`src/rtl/mmio_pkg.sv`:
```
// Shared constants for the batch MMIO shadow: register map, CTRL/STATUS bit
// positions, threshold reset values and the dispatch FSM states.
package mmio_pkg;

  localparam int TAG_W = 3;
  localparam int N_THR = 24;

  localparam logic [7:0] ADDR_STATUS = 8'h00;
  localparam logic [7:0] ADDR_CTRL   = 8'h01;
  localparam logic [7:0] ADDR_CH_EN  = 8'h02;
  localparam logic [7:0] ADDR_COUNT  = 8'h03;
  localparam logic [7:0] ADDR_RESULT = 8'h04;
  localparam logic [7:0] ADDR_TAG    = 8'h05;
  localparam logic [7:0] ADDR_THR_LO = 8'h10;
  localparam logic [7:0] ADDR_THR_HI = 8'h27;
  // upper five address bits of the T[c] / dT[c] windows (c = addr[2:0])
  localparam logic [4:0] ADDR_T_PAGE  = 5'b01000;
  localparam logic [4:0] ADDR_DT_PAGE = 5'b01001;

  localparam int CTRL_GO       = 0;
  localparam int CTRL_REG_MODE = 1;
  localparam int CTRL_DT_MODE  = 2;
  localparam int CTRL_INIT     = 3;
  localparam int CTRL_ABORT    = 4;
  localparam int CTRL_CLR_ERR  = 5;

  localparam int STAT_DONE  = 0;
  localparam int STAT_BUSY  = 1;
  localparam int STAT_EMPTY = 2;
  localparam int STAT_FULL  = 3;
  localparam int STAT_OVF   = 4;
  localparam int STAT_TMO   = 5;

  // T set then dT set, each neg a..d, zero a..d, pos a..d
  localparam logic [0:N_THR-1][7:0] THR_RST = {
    8'h80, 8'h80, 8'hC0, 8'h00,  8'hC0, 8'h00, 8'h00, 8'h40,  8'h00, 8'h40, 8'h80, 8'h80,
    8'h80, 8'h80, 8'hC0, 8'h00,  8'hC0, 8'h00, 8'h00, 8'h40,  8'h00, 8'h40, 8'h80, 8'h80
  };

  typedef enum logic [2:0] {
    ST_IDLE,
    ST_ISSUE,
    ST_WAIT,
    ST_CAPTURE,
    ST_DONE
  } state_e;

endpackage

```
`src/rtl/result_fifo.sv`:
```
// Synchronous result FIFO. A push into a full FIFO is accepted only when a pop
// frees the head in the same cycle; the read port shows the head combinationally.
module result_fifo #(
  parameter int W     = 11,
  parameter int DEPTH = 8
) (
  input  logic                     clk,
  input  logic                     rst,
  input  logic                     push,
  input  logic [W-1:0]             wdata,
  input  logic                     pop,
  output logic [W-1:0]             rdata,
  output logic [$clog2(DEPTH):0]   count,
  output logic                     full,
  output logic                     empty
);

  localparam int AW    = $clog2(DEPTH);
  localparam int CNT_W = AW + 1;

  logic [W-1:0]     mem_q [DEPTH];
  logic [W-1:0]     mem_d [DEPTH];
  logic [AW-1:0]    wp_q, wp_d, rp_q, rp_d;
  logic [CNT_W-1:0] cnt_q, cnt_d;
  logic             do_push, do_pop;

  assign full    = (cnt_q == CNT_W'(DEPTH));
  assign empty   = (cnt_q == '0);
  assign count   = cnt_q;
  assign rdata   = mem_q[rp_q];
  assign do_pop  = pop && !empty;
  assign do_push = push && (!full || do_pop);

  always_comb begin
    mem_d = mem_q;
    if (do_push) mem_d[wp_q] = wdata;
    wp_d = do_push ? wp_q + 1'b1 : wp_q;
    rp_d = do_pop  ? rp_q + 1'b1 : rp_q;
    case ({do_push, do_pop})
      2'b10:   cnt_d = cnt_q + 1'b1;
      2'b01:   cnt_d = cnt_q - 1'b1;
      default: cnt_d = cnt_q;
    endcase
  end

  always_ff @(posedge clk) begin
    if (rst) begin
      wp_q  <= '0;
      rp_q  <= '0;
      cnt_q <= '0;
    end else begin
      wp_q  <= wp_d;
      rp_q  <= rp_d;
      cnt_q <= cnt_d;
    end
  end

  always_ff @(posedge clk) mem_q <= mem_d;

endmodule

```
`src/rtl/mmio_batch_if.sv`:
```
// MMIO register shadow for the fuzzy core: holds per-channel inputs and the
// threshold bank, runs the core over all enabled channels and queues tagged results.
module mmio_batch_if
  import mmio_pkg::*;
#(
  parameter int N_CH       = 4,
  parameter int FIFO_DEPTH = 8,
  parameter int TIMEOUT    = 255
) (
  input  logic         clk,
  input  logic         rst,
  input  logic         cs,
  input  logic         rd,
  input  logic         wr,
  input  logic [7:0]   addr,
  input  logic [7:0]   wdata,
  output logic [7:0]   rdata,
  output logic         start,
  output logic         init,
  output logic         reg_mode,
  output logic         dt_mode,
  output logic [7:0]   T_in,
  output logic [7:0]   dT_in,
  output logic [191:0] thr_flat,
  input  logic         valid,
  input  logic [7:0]   G_out
);

  localparam int         CNT_W   = $clog2(FIFO_DEPTH) + 1;
  localparam logic [7:0] CH_MASK = 8'((1 << N_CH) - 1);

  state_e                 state_q, state_d;
  logic [TAG_W-1:0]       ch_q, ch_d;
  logic [15:0]            tmo_cnt_q, tmo_cnt_d;
  logic                   done_q, done_d, ovf_q, ovf_d, tmo_err_q, tmo_err_d;
  logic                   start_q, start_d, init_q, init_d;
  logic                   reg_mode_q, reg_mode_d, dt_mode_q, dt_mode_d;
  logic [7:0]             t_in_q, t_in_d, dt_in_q, dt_in_d;
  logic [7:0]             ch_en_q, ch_en_d;
  logic [7:0]             t_q [8];
  logic [7:0]             t_d [8];
  logic [7:0]             dt_q [8];
  logic [7:0]             dt_d [8];
  logic [N_THR-1:0][7:0]  thr_q, thr_d;

  logic                   wr_en, rd_en, ctrl_wr, go, abort, clr_err, busy;
  logic [4:0]             thr_idx;
  logic                   first_vld, next_vld;
  logic [TAG_W-1:0]       first_ch, next_ch;
  logic                   push, pop;
  logic [TAG_W+7:0]       fifo_head;
  logic [CNT_W-1:0]       fifo_count;
  logic                   fifo_full, fifo_empty;
  logic [7:0]             status;

  assign wr_en    = cs && wr;
  assign rd_en    = cs && rd;
  assign ctrl_wr  = wr_en && (addr == ADDR_CTRL);
  assign go       = ctrl_wr && wdata[CTRL_GO];
  assign abort    = ctrl_wr && wdata[CTRL_ABORT];
  assign clr_err  = ctrl_wr && wdata[CTRL_CLR_ERR];
  assign busy     = (state_q != ST_IDLE);
  assign thr_idx  = 5'(addr - ADDR_THR_LO);
  assign pop      = rd_en && (addr == ADDR_RESULT) && !fifo_empty;

  assign start    = start_q;
  assign init     = init_q;
  assign reg_mode = reg_mode_q;
  assign dt_mode  = dt_mode_q;
  assign T_in     = t_in_q;
  assign dT_in    = dt_in_q;
  assign thr_flat = thr_q;

  // lowest enabled channel overall, and lowest enabled channel above ch_q
  always_comb begin
    first_vld = 1'b0;
    first_ch  = '0;
    next_vld  = 1'b0;
    next_ch   = '0;
    for (int i = 7; i >= 0; i--) begin
      if (ch_en_q[i]) begin
        first_vld = 1'b1;
        first_ch  = TAG_W'(i);
      end
      if (ch_en_q[i] && (TAG_W'(i) > ch_q)) begin
        next_vld = 1'b1;
        next_ch  = TAG_W'(i);
      end
    end
  end

  always_comb begin
    t_d     = t_q;
    dt_d    = dt_q;
    thr_d   = thr_q;
    ch_en_d = ch_en_q;
    if (wr_en && (addr[7:3] == ADDR_T_PAGE)  && CH_MASK[addr[2:0]]) t_d[addr[2:0]]  = wdata;
    if (wr_en && (addr[7:3] == ADDR_DT_PAGE) && CH_MASK[addr[2:0]]) dt_d[addr[2:0]] = wdata;
    if (wr_en && (addr >= ADDR_THR_LO) && (addr <= ADDR_THR_HI)) thr_d[thr_idx] = wdata;
    if (wr_en && (addr == ADDR_CH_EN)) ch_en_d = wdata & CH_MASK;

    reg_mode_d = reg_mode_q;
    dt_mode_d  = dt_mode_q;
    if (ctrl_wr && !busy) begin
      reg_mode_d = wdata[CTRL_REG_MODE];
      dt_mode_d  = wdata[CTRL_DT_MODE];
    end
    init_d = ctrl_wr && wdata[CTRL_INIT];
  end

  always_comb begin
    state_d   = state_q;
    ch_d      = ch_q;
    tmo_cnt_d = tmo_cnt_q;
    done_d    = done_q;
    ovf_d     = ovf_q;
    tmo_err_d = tmo_err_q;
    t_in_d    = t_in_q;
    dt_in_d   = dt_in_q;
    push      = 1'b0;

    if (rd_en && (addr == ADDR_STATUS)) done_d = 1'b0;
    if (clr_err) begin
      ovf_d     = 1'b0;
      tmo_err_d = 1'b0;
    end

    case (state_q)
      ST_IDLE: begin
        if (go) begin
          if (first_vld) begin
            state_d = ST_ISSUE;
            ch_d    = first_ch;
            t_in_d  = t_q[first_ch];
            dt_in_d = dt_q[first_ch];
          end else begin
            done_d = 1'b1;
          end
        end
      end
      ST_ISSUE: begin
        tmo_cnt_d = '0;
        state_d   = ST_WAIT;
      end
      ST_WAIT: begin
        if (valid) begin
          state_d = ST_CAPTURE;
        end else begin
          tmo_cnt_d = tmo_cnt_q + 16'd1;
          if (tmo_cnt_d == 16'(TIMEOUT)) begin
            tmo_err_d = 1'b1;
            state_d   = ST_IDLE;
          end
        end
      end
      ST_CAPTURE: begin
        push = 1'b1;
        if (next_vld) begin
          state_d = ST_ISSUE;
          ch_d    = next_ch;
          t_in_d  = t_q[next_ch];
          dt_in_d = dt_q[next_ch];
        end else begin
          state_d = ST_DONE;
        end
      end
      ST_DONE: begin
        done_d  = 1'b1;
        state_d = ST_IDLE;
      end
      default: state_d = ST_IDLE;
    endcase

    if (abort) begin
      state_d = ST_IDLE;
      push    = 1'b0;
    end
    if (push && fifo_full && !pop) ovf_d = 1'b1;
    // start is simply "ISSUE next cycle", so an abort also suppresses it
    start_d = (state_d == ST_ISSUE);
  end

  always_ff @(posedge clk) begin
    if (rst) begin
      state_q    <= ST_IDLE;
      ch_q       <= '0;
      tmo_cnt_q  <= '0;
      done_q     <= 1'b0;
      ovf_q      <= 1'b0;
      tmo_err_q  <= 1'b0;
      start_q    <= 1'b0;
      init_q     <= 1'b0;
      reg_mode_q <= 1'b1;
      dt_mode_q  <= 1'b1;
      t_in_q     <= '0;
      dt_in_q    <= '0;
      ch_en_q    <= CH_MASK;
      t_q        <= '{default: '0};
      dt_q       <= '{default: '0};
      for (int i = 0; i < N_THR; i++) thr_q[i] <= THR_RST[i];
    end else begin
      state_q    <= state_d;
      ch_q       <= ch_d;
      tmo_cnt_q  <= tmo_cnt_d;
      done_q     <= done_d;
      ovf_q      <= ovf_d;
      tmo_err_q  <= tmo_err_d;
      start_q    <= start_d;
      init_q     <= init_d;
      reg_mode_q <= reg_mode_d;
      dt_mode_q  <= dt_mode_d;
      t_in_q     <= t_in_d;
      dt_in_q    <= dt_in_d;
      ch_en_q    <= ch_en_d;
      t_q        <= t_d;
      dt_q       <= dt_d;
      thr_q      <= thr_d;
    end
  end

  result_fifo #(.W(TAG_W + 8), .DEPTH(FIFO_DEPTH)) u_fifo (
    .clk   (clk),
    .rst   (rst),
    .push  (push),
    .wdata ({ch_q, G_out}),
    .pop   (pop),
    .rdata (fifo_head),
    .count (fifo_count),
    .full  (fifo_full),
    .empty (fifo_empty)
  );

  always_comb begin
    status             = '0;
    status[STAT_DONE]  = done_q;
    status[STAT_BUSY]  = busy;
    status[STAT_EMPTY] = fifo_empty;
    status[STAT_FULL]  = fifo_full;
    status[STAT_OVF]   = ovf_q;
    status[STAT_TMO]   = tmo_err_q;
  end

  always_comb begin
    rdata = '0;
    if (rd_en) begin
      case (addr)
        ADDR_STATUS: rdata = status;
        ADDR_CH_EN:  rdata = ch_en_q;
        ADDR_COUNT:  rdata = 8'(fifo_count);
        ADDR_RESULT: rdata = fifo_empty ? 8'h00 : fifo_head[7:0];
        ADDR_TAG:    rdata = fifo_empty ? 8'h00 : 8'(fifo_head[TAG_W+7:8]);
        default:     rdata = '0;
      endcase
    end
  end

endmodule

```
`config.mk`:
```
export PLATFORM = sky130hd
export DESIGN_NAME = mmio_batch_if
export DESIGN_NICKNAME = d
export VERILOG_FILES = /design/src/rtl/mmio_pkg.sv /design/src/rtl/result_fifo.sv /design/src/rtl/mmio_batch_if.sv
export SDC_FILE = /design/constraint.sdc
export NUM_CORES = 1
export LEC_CHECK = 0
export BUFFER_PORTS_ARGS = -buffer_cell sky130_fd_sc_hd__buf_2
export CAP_MARGIN = 0
export CORE_ASPECT_RATIO = 1.5
export CORE_MARGIN = 2
export CORE_UTILIZATION = 55
export CTS_CLUSTER_SIZE = 30
export DETAILED_ROUTE_END_ITERATION = 16
export PLACE_DENSITY = 0.76
export SYNTH_ARGS = -nofsm -noshare
export SYNTH_HDL_FRONTEND = slang
export SYNTH_SLANG_ARGS = --single-unit
```
`constraint.sdc`:
```
create_clock -name clk -period 7.1 [get_ports clk]
set_input_delay 0.71 -clock clk [delete_from_list [all_inputs] [get_ports clk]]
set_output_delay 0.71 -clock clk [all_outputs]
set_load 0.01 [all_outputs]
```
Word-level counts from Yosys, hierarchy flattened

Memory sizes are Yosys's and may differ from the RTL's.
Cells that the tools add are included.

Add/sub/neg operators: 6
Order comparisons: 16
Eq/ne operators: 20
Multiplexer cells: 80
Bitwise gates (word level): 5
Reductions and logical operators: 44

Operators by type and width:

| cell                                                                   | number |
|---|---|
| 192-bit bitwise mux                                                    | 1 |
| 8-bit two-way mux                                                      | 18 |
| 64-bit bitwise mux                                                     | 2 |
| 8-bit binary-select mux with 3-bit select                              | 4 |
| 88-bit bitwise mux                                                     | 1 |
| 3-bit two-way mux                                                      | 16 |
| 8-bit demux with 5-bit select                                          | 1 |
| 8-bit one-hot mux with 5 select lines                                  | 1 |
| 11-bit binary-select mux with 3-bit select                             | 1 |
| 11-bit demux with 3-bit select                                         | 1 |
| 11-bit two-way mux                                                     | 3 |
| 16-bit one-hot mux with 2 select lines                                 | 1 |
| 8-bit one-hot mux with 2 select lines                                  | 2 |
| 1-bit logical AND                                                      | 29 |
| 8-bit demux with 3-bit select                                          | 1 |
| 4-bit >= comparator, second input constant                             | 5 |
| 1-bit two-way mux                                                      | 20 |
| 3-bit inverter with 4-bit output                                       | 5 |
| 16-bit by 1-bit adder with 16-bit output, second input constant        | 1 |
| 16-bit by 8-bit equality test with 1-bit output, second input constant | 1 |
| 8-bit by 2-bit equality test with 1-bit output, second input constant  | 2 |
| 8-bit by 3-bit equality test with 1-bit output, second input constant  | 2 |
| 16-bit two-way mux                                                     | 1 |
| 3-bit one-hot mux with 4 select lines                                  | 1 |
| 34 further kinds                                                       | 51 |

Register bits: 467
Bits in read-only memories: 8
Input bits: 30
Output and inout bits: 220
Memories: 1

Memory list:

| memory          | depth | width | rd ports | clocked after Yosys merged registers in | write ports | line                | RTL |
|---|---|---|---|---|---|---|---|
| (no name shown) | 8     | 1     | 1        | 0                                       | 0           | mmio_batch_if.sv:98 | `if (wr_en && (addr[7:3] == ADDR_DT_PAGE) && CH_MASK[addr[2:0]]) dt_d[addr[2:0]] = wdata;` |

Depth between registers and ports, before layout

Gate-level depths: netlist of run 1.

Word-level depth: 12
Mapped depth: 13
Depth with buffers taken out: 12

By module

Synthesis of run 1 repeated with hierarchy kept, for this count alone.

Cells, all modules: 1583
Area, all modules: 16881.2 sq um

Modules (own cells, without submodules):

| module        | instances | cells each | area an instance (sq um) | sequential area each (sq um) |
|---|---|---|---|---|
| mmio_batch_if | 1         | 1387       | 12995.0                  | 6085.8 |
| result_fifo   | 1         | 196        | 3886.2                   | 2842.7 |

Least setup slack after synthesis of run 1

No wires, ideal clock.

Path kind: input to register
Start point: input port addr[4]
End point: register u_fifo.mem_q[77] (netlist bit) (enable)
Library setup time: 0.404 ns
Data arrival time: 3.173 ns
Setup slack: 3.524 ns
Stages: 7
Buffers on the path: 1
Path through: buf_6 or4_4 nor4_2 nand3_2 clkinv_4 o21ai_4 nor4_1

Longest elaborated chain between the ends: 6
Elaborated cells on any way between the ends: 10
Classes of those cells: 2 x eq/ne; 1 x mux; 7 x reduce/logical

RTL lines:

| what                                           | line                | RTL |
|---|---|---|
| start: declaration                             | mmio_batch_if.sv:15 | `input logic [7:0] addr,` |
| 8-bit by 3-bit equality test with 1-bit output | mmio_batch_if.sv:64 | `assign pop = rd_en && (addr == ADDR_RESULT) && !fifo_empty;` |
| 1-bit logical AND (2 in series)                | mmio_batch_if.sv:64 |  |
| 1-bit logical AND                              | result_fifo.sv:31   | `assign do_pop = pop && !empty;` |
| net u_fifo.do_pop                              | result_fifo.sv:25   | `logic do_push, do_pop;` |
| 1-bit logical OR                               | result_fifo.sv:32   | `assign do_push = push && (!full \|\| do_pop);` |
| 1-bit logical AND                              | result_fifo.sv:32   |  |
| end signal: assignment                         | result_fifo.sv:58   | `always_ff @(posedge clk) mem_q <= mem_d;` |
| end: declaration                               | result_fifo.sv:21   | `logic [W-1:0] mem_q [DEPTH];` |

The timed path passes the listed nets, and every way through them passes these cells.
A chain may end at the register's enable or synchronous reset.

Worst setup path in the final report of run 1

Start point: register u_fifo.rp_q[1]
End point: output port rdata[0]

Longest elaborated chain between the ends: 7
Elaborated cells on any way between the ends: 8
Classes of those cells: 7 x mux; 1 x bitwise

RTL lines:

| what                                                          | line                                       | RTL |
|---|---|---|
| start: declaration                                            | result_fifo.sv:23                          | `logic [AW-1:0] wp_q, wp_d, rp_q, rp_d;` |
| start signal: assignment                                      | result_fifo.sv:53                          | `rp_q <= rp_d;` |
| 3-bit inverter with 4-bit output (implied by the code) (*)    | result_fifo.sv:30                          | `assign rdata = mem_q[rp_q];` |
| 11-bit binary-select mux with 3-bit select (*)                | result_fifo.sv:30                          |  |
| 11-bit two-way mux (implied by the code) (*) (2 in series)    | result_fifo.sv:30                          |  |
| 3-bit two-way mux / 8-bit two-way mux (equally long branches) | mmio_batch_if.sv:251, mmio_batch_if.sv:250 |  |
| 8-bit one-hot mux with 5 select lines (*)                     | mmio_batch_if.sv:246                       | `case (addr)` |
| 8-bit two-way mux (*)                                         | mmio_batch_if.sv:245                       | `if (rd_en) begin` |
| end: declaration                                              | mmio_batch_if.sv:17                        | `output logic [7:0] rdata,` |

Mark *: on every way between the ends. The rest lies on a longest branch, timed or not. The select of a mux whose other input is x is not followed.

==> results_tabular.tex, run 1 <==
\begin{tabular}{lr}
\hline
Metric & Value \\
\hline
\multicolumn{2}{l}{\textbf{Run status}} \\
Status & finished clean \\
\multicolumn{2}{l}{\textbf{Layout}} \\
Fillers & 2444 \\
Final Net Count & 1980 \\
Area used by multi-input combinational logic & 7250 µm² \\
Seq. cell area & 8690 µm² \\
Antenna diode count & 0 \\
Share of final-layout standard cells stronger than drive strength 1 & 22.2\% \\
Area added between synthesis and finish & 16.3\% \\
\multicolumn{2}{l}{\textbf{Route}} \\
Via count of the routed design & 14.1k \\
Post-detailed-route count of antenna-violating nets & 0 \\
Per-cell via count in the routed design & 5.96 \\
Routed wire length per instance & 20.3 µm \\
DRC & 0 \\
Count of TritonRoute iterations in the first routing pass & 7 \\
WL final & 48000 µm \\
Number of DRC markers after the initial detailed-route iteration & 1195 \\
\multicolumn{2}{l}{\textbf{STA}} \\
Post-layout min period & 3.62 ns \\
Unrepaired setup endpoints after global routing & false \\
Number of endpoints with negative hold slack in the final report & 0 \\
Final worst slack & 3.48 ns \\
Final total negative setup slack & 0 ns \\
Final setup skew & 0.0254 ns \\
Final setup fails & 0 \\
Remaining max-slew budget at the tightest pin & 28.8\% \\
Fmax & 0.277 GHz \\
Worst-margin pin slew & 1.07 ns \\
Pins over their slew limit & 0 \\
Share of the clock period used by the worst path & 50.9\% \\
\multicolumn{2}{l}{\textbf{Critical path}} \\
Worst setup EP type & output port \\
Worst-path maximum fanout & 22 \\
Data arrival time at the worst-slack endpoint & 2.91 ns \\
Reg2Reg Depth & 7 \\
Crit start category & register \\
Worst flop-to-flop path startpoint & ch\_en\_q[1] \\
Critical path data required time & 6.39 ns \\
Destination of the worst register-to-register timing path & dT\_in[2] \\
Setup slack on the worst flop-to-flop path & 3.64 ns \\
Kind of critical path & reg2out \\
\multicolumn{2}{l}{\textbf{CTS}} \\
H-tree levels & 2 \\
Post-cts sizing count & 0 \\
Num Clock Sinks & 394 \\
Number of CTS-inserted buffers & 37 \\
Worst skew pair latency & 0.54 ns \\
Total setup buffers inserted after CTS & 0 \\
Clock-pin slew on the worst setup and hold paths & 0.06 ns \\
CTS Root Cell & sky130\_fd\_sc\_hd\_\_clkbuf\_16 \\
Clock tree from TritonCTS & built \\
Maximum root-to-sink buffer count & 3 \\
Hold-fix buffers, CTS & 0 \\
\multicolumn{2}{l}{\textbf{Placement}} \\
Setup slack at placement & 3.05 ns \\
Number of port buffers & 249 \\
Routability congestion estimate & 0.895 \\
Sum of net half-perimeters after detailed placement & 30600 µm \\
\multicolumn{2}{l}{\textbf{Synthesis}} \\
Unique masters post-synth & 68 \\
Flop and latch count out of synthesis & 394 \\
Ys async rst share & 0\% \\
Cells after Synth & 1769 \\
Share of the yosys chip area belonging to registers & 52.6\% \\
Netlist area before placement & 16500 µm² \\
YS warnings & 0 \\
Post-synthesis cell type with the largest combined area & sky130\_fd\_sc\_hd\_\_dfxtp\_1 \\
Post-Syn Area per Cell & 9.33 µm² \\
Most numerous cell in the Yosys netlist & sky130\_fd\_sc\_hd\_\_dfxtp\_1 \\
Top flip-flop cell by instance count after synthesis & sky130\_fd\_sc\_hd\_\_dfxtp\_1 \\
Top post-synthesis cells by area & sky130\_fd\_sc\_hd\_\_dfxtp\_1 38\%, sky130\_fd\_sc\_hd\_\_edfxtp\_1 15\%, sky130\_fd\_sc\_hd\_\_nand3\_1 7.6\% \\
Yosys top cell area share & 38.1\% \\
Commonest cells in the synthesized netlist & 314 x sky130\_fd\_sc\_hd\_\_dfxtp\_1, 301 x sky130\_fd\_sc\_hd\_\_nand2\_1, 249 x sky130\_fd\_sc\_hd\_\_nand3\_1 \\
Post-synth EDFFs & 80 \\
Net count of the mapped netlist & 1807 \\
\multicolumn{2}{l}{\textbf{Die}} \\
Initial core utilization & 56.0\% \\
Horizontal die dimension & 145 µm \\
DIE AREA & 31400 µm² \\
Floorplan Core Area & 29500 µm² \\
Number of standard-cell rows in the floorplan & 77 \\
Top-Level Pins & 250 \\
Vertical extent of the die & 216 µm \\
\multicolumn{2}{l}{\textbf{Power and ir drop}} \\
Maximum vdd drop & 0.206 mV \\
Reported leakage power & 7.26 nW \\
Overall power of the completed layout & 4.43 mW \\
Power density cells & 231 nW/µm² \\
\multicolumn{2}{l}{\textbf{Global route}} \\
Total global routing track utilization & 29.9\% \\
Grt total ovfl & 0 \\
Pin count of the biggest net entering global routing & 102 \\
First-pass GRT wire length & 75200 µm \\
Vias in the first global route & 13.6k \\
Antenna violations before repair & 0 \\
\multicolumn{2}{l}{\textbf{Min path}} \\
Worst hold-check path type & reg2reg \\
Worst Min Path Start & thr\_flat[14] \\
Destination of the worst hold path & thr\_flat[14] \\
Hold path cells & 2 \\
\multicolumn{2}{l}{\textbf{Run}} \\
Number of max-cap violations & 0 \\
\hline
\end{tabular}
[logic make-up (layout without fill, tap and decap cells)]
family	count (synthesis)	in the layout	share of synthesized area (%)
and+or+nand+nor	773	773	21.3
AOI/OAI and AO/OA	322	322	11.6
muxes	106	106	9.33
adders and majority gates	8	8	0.652
DFF	394	394	52.6
buffers and inverters	154	355	3.81
xor gates and xnor gates	12	12	0.637
[stage by stage]
step,std cells,util (%),area (µm²),hold slack (ns)
finish,2365,65.1,19200,0.451
global route,2365,65.1,19200,0.465
CTS,2365,65.1,19200,0.444
detailed placement,2298,60.9,18000,0.444
global placement,2298,60.9,18000,0.439
floorplan,1769,-,16500,0.437
[power by group]
part           leakage (nW)  internal (mW)  switching (mW)  total, mW
combinational          3.38         0.0206           0.111      0.131
clock                 0.613           1.17           0.849       2.01
sequential             3.27           2.28        0.000555       2.28
[flip-flops by register name (all words and copies together), names as in the netlist, 2 cells and up]
name	count
u_fifo.wp_q	3
t_q	32
dt_q	32
u_fifo.mem_q	80
ch_q	2
u_fifo.rp_q	3
tmo_cnt_q	16
dT_in	8
T_in	8
thr_flat	192
u_fifo.count	4
ch_en_q	4
state_q	3
[critical path, cell delays in order, from the launching register on]
cell and delay (ns):
sky130_fd_sc_hd__dfxtp_1 1.02, sky130_fd_sc_hd__mux4_2 0.47, sky130_fd_sc_hd__mux2_2 0.29, sky130_fd_sc_hd__a22oi_1 0.29
sky130_fd_sc_hd__a21oi_1 0.14, sky130_fd_sc_hd__buf_2 0.16
[layout by cell type (no fill, tap or decap), types with 5 or more instances in the layout]
cell                          n
sky130_fd_sc_hd__or3_1        5
sky130_fd_sc_hd__nand3_1    249
sky130_fd_sc_hd__clkbuf_16   38
sky130_fd_sc_hd__buf_4       30
sky130_fd_sc_hd__a21oi_1    233
sky130_fd_sc_hd__clkinv_2     6
sky130_fd_sc_hd__o221ai_1    15
sky130_fd_sc_hd__nand2b_1     8
sky130_fd_sc_hd__inv_1        8
sky130_fd_sc_hd__a22oi_1      5
sky130_fd_sc_hd__nand3b_1     5
sky130_fd_sc_hd__a311oi_2    10
sky130_fd_sc_hd__mux2i_1     48
sky130_fd_sc_hd__a311oi_1    10
sky130_fd_sc_hd__nor3_1      30
sky130_fd_sc_hd__xor2_1       8
sky130_fd_sc_hd__ha_1         7
sky130_fd_sc_hd__nand2_1    301
sky130_fd_sc_hd__clkbuf_1     7
sky130_fd_sc_hd__clkbuf_8    11
sky130_fd_sc_hd__mux4_2      36
sky130_fd_sc_hd__dfxtp_1    314
sky130_fd_sc_hd__edfxtp_1    80
sky130_fd_sc_hd__mux2_2      22
sky130_fd_sc_hd__nor2_1     123
sky130_fd_sc_hd__buf_2      248
sky130_fd_sc_hd__o21ai_0     19
[final cells by class]
cell class	count	share of cell area [%]
multi-input combinational	1221	37.8
clock inverter	12	0.658
inverter	9	0.202
clock buffer	55	5.81
timing repair buffer	279	7.71
sequential	394	45.3
tap	395	2.57
[how the worst max path moves through the flow]
stage,from,end
floorplan,addr[4],u_fifo.mem_q[77]
global placement,addr[4],u_fifo.count[3]
detailed placement,addr[4],u_fifo.count[3]
CTS,u_fifo.rp_q[1],rdata[0]
global route,ch_q[0],start
finish,u_fifo.rp_q[1],rdata[0]
[metal layers]
metal	part of all wire, %	track usage, %	routed length, µm	vias up
met5	0	0	0	-
met3	8.0	6.38	3870	161
li1	-	-	-	6605
met4	5.2	15.7	2510	0
met2	50	51.8	24100	646
met1	37	34.7	17500	6674
(Power assumes the default switching activity.)
==> inputs of run 2 (changes only) <==
--- a/config.mk
+++ b/config.mk
@@ -9,10 +9,10 @@
 export CAP_MARGIN = 0
 export CORE_ASPECT_RATIO = 1.5
 export CORE_MARGIN = 2
-export CORE_UTILIZATION = 55
+export CORE_UTILIZATION = 51
 export CTS_CLUSTER_SIZE = 30
 export DETAILED_ROUTE_END_ITERATION = 16
-export PLACE_DENSITY = 0.76
+export PLACE_DENSITY = 0.75
 export SYNTH_ARGS = -nofsm -noshare
 export SYNTH_HDL_FRONTEND = slang
 export SYNTH_SLANG_ARGS = --single-unit
==> constraint.sdc (replaced) <==
create_clock -name clk -period 3.3 [get_ports clk]
set_input_delay 0.33 -clock clk [delete_from_list [all_inputs] [get_ports clk]]
set_output_delay 0.33 -clock clk [all_outputs]
set_load 0.01 [all_outputs]
==> results_tabular.tex, run 2 (synthesis results as in run 1) <==
\begin{tabular}{lr}
\hline
Metric & Value \\
\hline
\multicolumn{2}{l}{\textbf{Run status}} \\
Status & finished clean \\
\multicolumn{2}{l}{\textbf{Placement}} \\
Number of placed instances with taps included & 2345 \\
Routability congestion estimate & 0.923 \\
Number of port buffers & 249 \\
Sum of net half-perimeters after detailed placement & 31800 µm \\
\multicolumn{2}{l}{\textbf{Route}} \\
Post-detailed-route count of antenna-violating nets & 0 \\
DRC & 0 \\
Via count of the routed design & 14.4k \\
WL final & 48600 µm \\
Number of DRC markers after the initial detailed-route iteration & 1244 \\
Count of TritonRoute iterations in the first routing pass & 6 \\
Per-cell via count in the routed design & 5.96 \\
Routed wire length per instance & 20.1 µm \\
\multicolumn{2}{l}{\textbf{STA}} \\
Fmax & 0.350 GHz \\
Remaining max-slew budget at the tightest pin & 29.0\% \\
Worst Hold Margin & 0.0563 ns \\
Share of the clock period used by the worst path & 86.7\% \\
Pins over their slew limit & 0 \\
Unrepaired setup endpoints after global routing & false \\
Final setup skew & 0.0103 ns \\
Number of endpoints with negative hold slack in the final report & 0 \\
Worst-margin pin slew & 1.06 ns \\
Final setup fails & 0 \\
Final total negative setup slack & 0 ns \\
Post-layout min period & 2.86 ns \\
\multicolumn{2}{l}{\textbf{CTS}} \\
Clock tree from TritonCTS & built \\
Post-cts sizing count & 0 \\
Num Clock Sinks & 394 \\
Worst skew pair latency & 0.54 ns \\
Number of CTS-inserted buffers & 37 \\
Clock-pin slew on the worst setup and hold paths & 0.06 ns \\
Total setup buffers inserted after CTS & 0 \\
H-tree levels & 2 \\
Maximum root-to-sink buffer count & 3 \\
CTS Root Cell & sky130\_fd\_sc\_hd\_\_clkbuf\_16 \\
Hold-fix buffers, CTS & 0 \\
\multicolumn{2}{l}{\textbf{Power and ir drop}} \\
Power density cells & 491 nW/µm² \\
Overall power of the completed layout & 9.56 mW \\
Reported leakage power & 7.43 nW \\
Maximum vdd drop & 0.426 mV \\
\multicolumn{2}{l}{\textbf{Critical path}} \\
Worst flop-to-flop path startpoint & u\_fifo.count[3] \\
Setup slack on the worst flop-to-flop path & 0.47 ns \\
Worst setup EP type & output port \\
Crit start category & register \\
Kind of critical path & reg2out \\
Data arrival time at the worst-slack endpoint & 2.53 ns \\
Worst-path maximum fanout & 22 \\
Critical path data required time & 2.97 ns \\
Reg2Reg Depth & 12 \\
Destination of the worst register-to-register timing path & u\_fifo.count[3] \\
\multicolumn{2}{l}{\textbf{Layout}} \\
Area used by multi-input combinational logic & 7240 µm² \\
Final instance count without filler cells & 2412 \\
Seq. cell area & 8690 µm² \\
Area added between synthesis and finish & 18.0\% \\
Fillers & 2681 \\
Most frequent standard cell in the layout excluding fill and tap cells & sky130\_fd\_sc\_hd\_\_dfxtp\_1 \\
Max FFs per register & 192 \\
Top library cells by usage in the layout, fill and taps aside & 314 x sky130\_fd\_sc\_hd\_\_dfxtp\_1, 301 x sky130\_fd\_sc\_hd\_\_nand2\_1, 249 x sky130\_fd\_sc\_hd\_\_nand3\_1 \\
Final Net Count & 2012 \\
Share of final-layout standard cells stronger than drive strength 1 & 23.2\% \\
\multicolumn{2}{l}{\textbf{Die}} \\
Top-Level Pins & 250 \\
Number of standard-cell rows in the floorplan & 80 \\
Floorplan Core Area & 31800 µm² \\
DIE AREA & 33800 µm² \\
Initial core utilization & 51.8\% \\
Horizontal die dimension & 151 µm \\
Vertical extent of the die & 224 µm \\
\multicolumn{2}{l}{\textbf{Global route}} \\
Pin count of the biggest net entering global routing & 158 \\
Vias in the first global route & 13.5k \\
First-pass GRT wire length & 74600 µm \\
Antenna violations before repair & 2 \\
Grt total ovfl & 0 \\
Total global routing track utilization & 28.1\% \\
\multicolumn{2}{l}{\textbf{Min path}} \\
Destination of the worst hold path & u\_fifo.mem\_q[16] \\
Worst Min Path Start & G\_out[5] \\
Hold path cells & 1 \\
Worst hold-check path type & in2reg \\
\multicolumn{2}{l}{\textbf{Run}} \\
Number of max-cap violations & 0 \\
\hline
\end{tabular}
==> run 2: cell type report <==
type / instances / area share [%]
flip-flops and latches: 394 / 44.6
multi-input cells: 1221 / 37.2
repair buffers: 311 / 9.03
clock buffers: 49 / 5.14
well taps: 410 / 2.64
clock inverters: 17 / 1.16
inverters: 9 / 0.199
diodes: 1 / 0.0129
==> run 2: power breakdown <==
part           switching, mW  internal [mW]  total [mW]
sequential           0.00120           4.90        4.90
clock                   1.82           2.54        4.36
combinational          0.240         0.0519       0.292
total                   2.06           7.50        9.56
==> run 2: how the worst max path moves through the flow <==
| stage | startpoint | endpoint | depth (start not counted) |
|---|---|---|---|
| after floorplan | addr[4] | u_fifo.mem_q[77] | 7 |
| after global placement | addr[4] | u_fifo.count[3] | 13 |
| after detailed placement | addr[4] | u_fifo.count[3] | 13 |
| after CTS | u_fifo.rp_q[0] | rdata[0] | 6 |
| after global routing | u_fifo.count[3] | u_fifo.count[3] | 12 |
| final | u_fifo.rp_q[0] | rdata[1] | 6 |
==> run 2: per-stage QoR <==
stage,cell area (µm²),worst slack [ns],util [%]
after CTS,19500,0.413,61.2
after global routing,19500,0.208,61.2
after global placement,18200,0.233,57.3
after detailed placement,18200,0.192,57.3
final,19500,0.440,61.2
after floorplan,16500,0.104,-
==> run 2: critical path, stage by stage (launching register included) <==
cell and delay, ns:
sky130_fd_sc_hd__dfxtp_1 0.30, sky130_fd_sc_hd__buf_4 0.38, sky130_fd_sc_hd__mux4_2 0.61, sky130_fd_sc_hd__mux2_2 0.31, sky130_fd_sc_hd__a22oi_1 0.16, sky130_fd_sc_hd__a21oi_1 0.08, sky130_fd_sc_hd__buf_2 0.14
==> run 2: per-layer routing <==
layer	share of wire [%]	vias to the layer above	global-route usage, %
met5	0.027	-	0
met4	4.2	2	12.3
met2	50	612	48.0
met1	38	6958	34.0
met3	7.9	124	5.74
li1	-	6691	-
==> inputs of run 3 (changes only) <==
--- a/config.mk
+++ b/config.mk
@@ -13,6 +13,7 @@
 export CTS_CLUSTER_SIZE = 30
 export DETAILED_ROUTE_END_ITERATION = 16
 export PLACE_DENSITY = 0.75
+export SLEW_MARGIN = 20
 export SYNTH_ARGS = -nofsm -noshare
 export SYNTH_HDL_FRONTEND = slang
 export SYNTH_SLANG_ARGS = --single-unit
==> constraint.sdc (replaced) <==
create_clock -name clk -period 3.3 [get_ports clk]
set_input_delay 0.66 -clock clk [delete_from_list [all_inputs] [get_ports clk]]
set_output_delay 0.66 -clock clk [all_outputs]
set_load 0.01 [all_outputs]
==> results_tabular.tex, run 3 (synthesis results as in run 1) <==
\begin{tabular}{lr}
\hline
Metric & Value \\
\hline
\multicolumn{2}{l}{\textbf{Route}} \\
WL final & 49100 µm \\
Count of TritonRoute iterations in the first routing pass & 5 \\
Post-detailed-route count of antenna-violating nets & 0 \\
DRC & 0 \\
Per-cell via count in the routed design & 5.99 \\
Via count of the routed design & 14.5k \\
Routed wire length per instance & 20.2 µm \\
Number of DRC markers after the initial detailed-route iteration & 1244 \\
\multicolumn{2}{l}{\textbf{STA}} \\
Share of the clock period used by the worst path & 97.3\% \\
Final setup fails & 0 \\
Worst-margin pin slew & 1.08 ns \\
Fmax & 0.311 GHz \\
Pins over their slew limit & 0 \\
Unrepaired setup endpoints after global routing & false \\
Remaining max-slew budget at the tightest pin & 28.3\% \\
Final setup skew & 0.0180 ns \\
Number of endpoints with negative hold slack in the final report & 0 \\
Post-layout min period & 3.21 ns \\
Worst Hold Margin & 0.411 ns \\
\multicolumn{2}{l}{\textbf{Layout}} \\
Share of final-layout standard cells stronger than drive strength 1 & 24.1\% \\
Final Net Count & 2028 \\
Max FFs per register & 192 \\
Top library cells by usage in the layout, fill and taps aside & 314 x sky130\_fd\_sc\_hd\_\_dfxtp\_1, 301 x sky130\_fd\_sc\_hd\_\_nand2\_1, 249 x sky130\_fd\_sc\_hd\_\_nand3\_1 \\
Area added between synthesis and finish & 19.3\% \\
Most frequent standard cell in the layout excluding fill and tap cells & sky130\_fd\_sc\_hd\_\_dfxtp\_1 \\
\multicolumn{2}{l}{\textbf{CTS}} \\
Hold-fix buffers, CTS & 0 \\
CTS Root Cell & sky130\_fd\_sc\_hd\_\_clkbuf\_16 \\
Num Clock Sinks & 394 \\
Clock tree from TritonCTS & built \\
Total setup buffers inserted after CTS & 0 \\
Number of CTS-inserted buffers & 37 \\
Worst skew pair latency & 0.54 ns \\
Maximum root-to-sink buffer count & 3 \\
Clock-pin slew on the worst setup and hold paths & 0.06 ns \\
H-tree levels & 2 \\
\multicolumn{2}{l}{\textbf{Critical path}} \\
Worst setup EP type & output port \\
Cell-by-cell listing of the critical path & buf\_2 -> or4\_4 -> buf\_4 -> or2\_2 -> nor2\_1 -> buf\_4 -> nand3\_1 -> o21ai\_0 -> buf\_2 \\
Worst-path maximum fanout & 4 \\
Critical path data required time & 2.64 ns \\
Crit start category & input pin \\
Family with the most delay on the worst path & simple AND/OR/NAND/NOR gates \\
CP max stage cell & sky130\_fd\_sc\_hd\_\_or4\_4 \\
Highest cell delay on the worst timing path & 0.52 ns \\
Data arrival time at the worst-slack endpoint & 2.55 ns \\
Kind of critical path & in2out \\
Critical path buffers and inverters & 4 \\
\multicolumn{2}{l}{\textbf{Die}} \\
Number of standard-cell rows in the floorplan & 80 \\
Vertical extent of the die & 224 µm \\
Initial core utilization & 51.8\% \\
Top-Level Pins & 250 \\
Horizontal die dimension & 151 µm \\
Floorplan Core Area & 31800 µm² \\
DIE AREA & 33800 µm² \\
\multicolumn{2}{l}{\textbf{Run}} \\
Number of max-cap violations & 0 \\
\multicolumn{2}{l}{\textbf{Power and ir drop}} \\
Maximum vdd drop & 0.406 mV \\
Sequential cell fraction of total power & 51.2\% \\
Int Power & 7.48 mW \\
Clock power share & 45.7\% \\
Switching Share & 21.9\% \\
Overall power of the completed layout & 9.59 mW \\
Part of the power in combinational logic & 3.2\% \\
Power density cells & 487 nW/µm² \\
Reported leakage power & 7.53 nW \\
Switching pwr & 2.10 mW \\
\multicolumn{2}{l}{\textbf{Min path}} \\
Worst hold-check path type & in2reg \\
\multicolumn{2}{l}{\textbf{Global route}} \\
Antenna violations before repair & 1 \\
Vias in the first global route & 14.1k \\
Total global routing track utilization & 28.7\% \\
Pin count of the biggest net entering global routing & 134 \\
First-pass GRT wire length & 76200 µm \\
Grt total ovfl & 0 \\
\multicolumn{2}{l}{\textbf{Placement}} \\
Sum of net half-perimeters after detailed placement & 32200 µm \\
Routability congestion estimate & 0.934 \\
Number of port buffers & 249 \\
\multicolumn{2}{l}{\textbf{Run status}} \\
Status & finished clean \\
\hline
\end{tabular}
run 3: timing repair:
action	4_1_cts	5_1_grt
setup endpoints to repair	0	1
hold endpoints to repair	0	0
resized for setup	0	1
run 3: path summary, 6_finish.rpt:
path | startpoint | end | slack [ns] | cells past startpoint
worst max-delay path | addr[4] | rdata[4] | 0.09 | 9
worst min-delay path | G_out[3] | u_fifo.mem_q[80] | 0.41 | 1
worst max register to register | u_fifo.count[1] | u_fifo.count[3] | 0.67 | 13
worst min register to register | thr_flat[97] | thr_flat[97] | 0.45 | 2
run 3: stage by stage:
stage	instances	util, %	setup slack, ns	area (µm²)	setup TNS, ns
2_1_floorplan	1769	-	-0.0503	16600	-0.0503
3_3_place_gp	2361	57.9	0.0188	18400	0
3_5_place_dp	2361	57.9	0.00206	18400	0
4_1_cts	2427	61.8	0.117	19700	0
5_1_grt	2428	61.8	0.0184	19700	0
6_report	2428	61.8	0.0877	19700	0
run 3: layer usage:
metal / global-route usage, % / vias to the layer above / wire, µm
met1: 33.8 / 6999 / 18000
li1: - / 6716 / -
met5: 0 / - / 0
met3: 5.05 / 142 / 3820
met4: 14.5 / 0 / 2490
met2: 49.7 / 684 / 24700
run 3: cell type report:
cell class	instances	area [µm²]
Fill cell	2674	12100
Sequential cell	394	8690
Multi-Input combinational cell	1221	7290
Timing Repair Buffer	327	1920
Clock buffer	51	1070
Tap cell	410	513
Clock inverter	15	168
Inverter	9	38.8
Antenna cell	1	2.50
run 3: power by group through the flow:
stage          Clock [mW]  Sequential [mW]  Combinational (mW)
4_1_cts              4.41             4.90               0.295
2_1_floorplan           0             5.01               0.162
6_report             4.38             4.90               0.302
3_5_place_dp            0             5.01               0.295
3_3_place_gp            0             5.01               0.291
5_1_grt              4.61             4.90               0.315
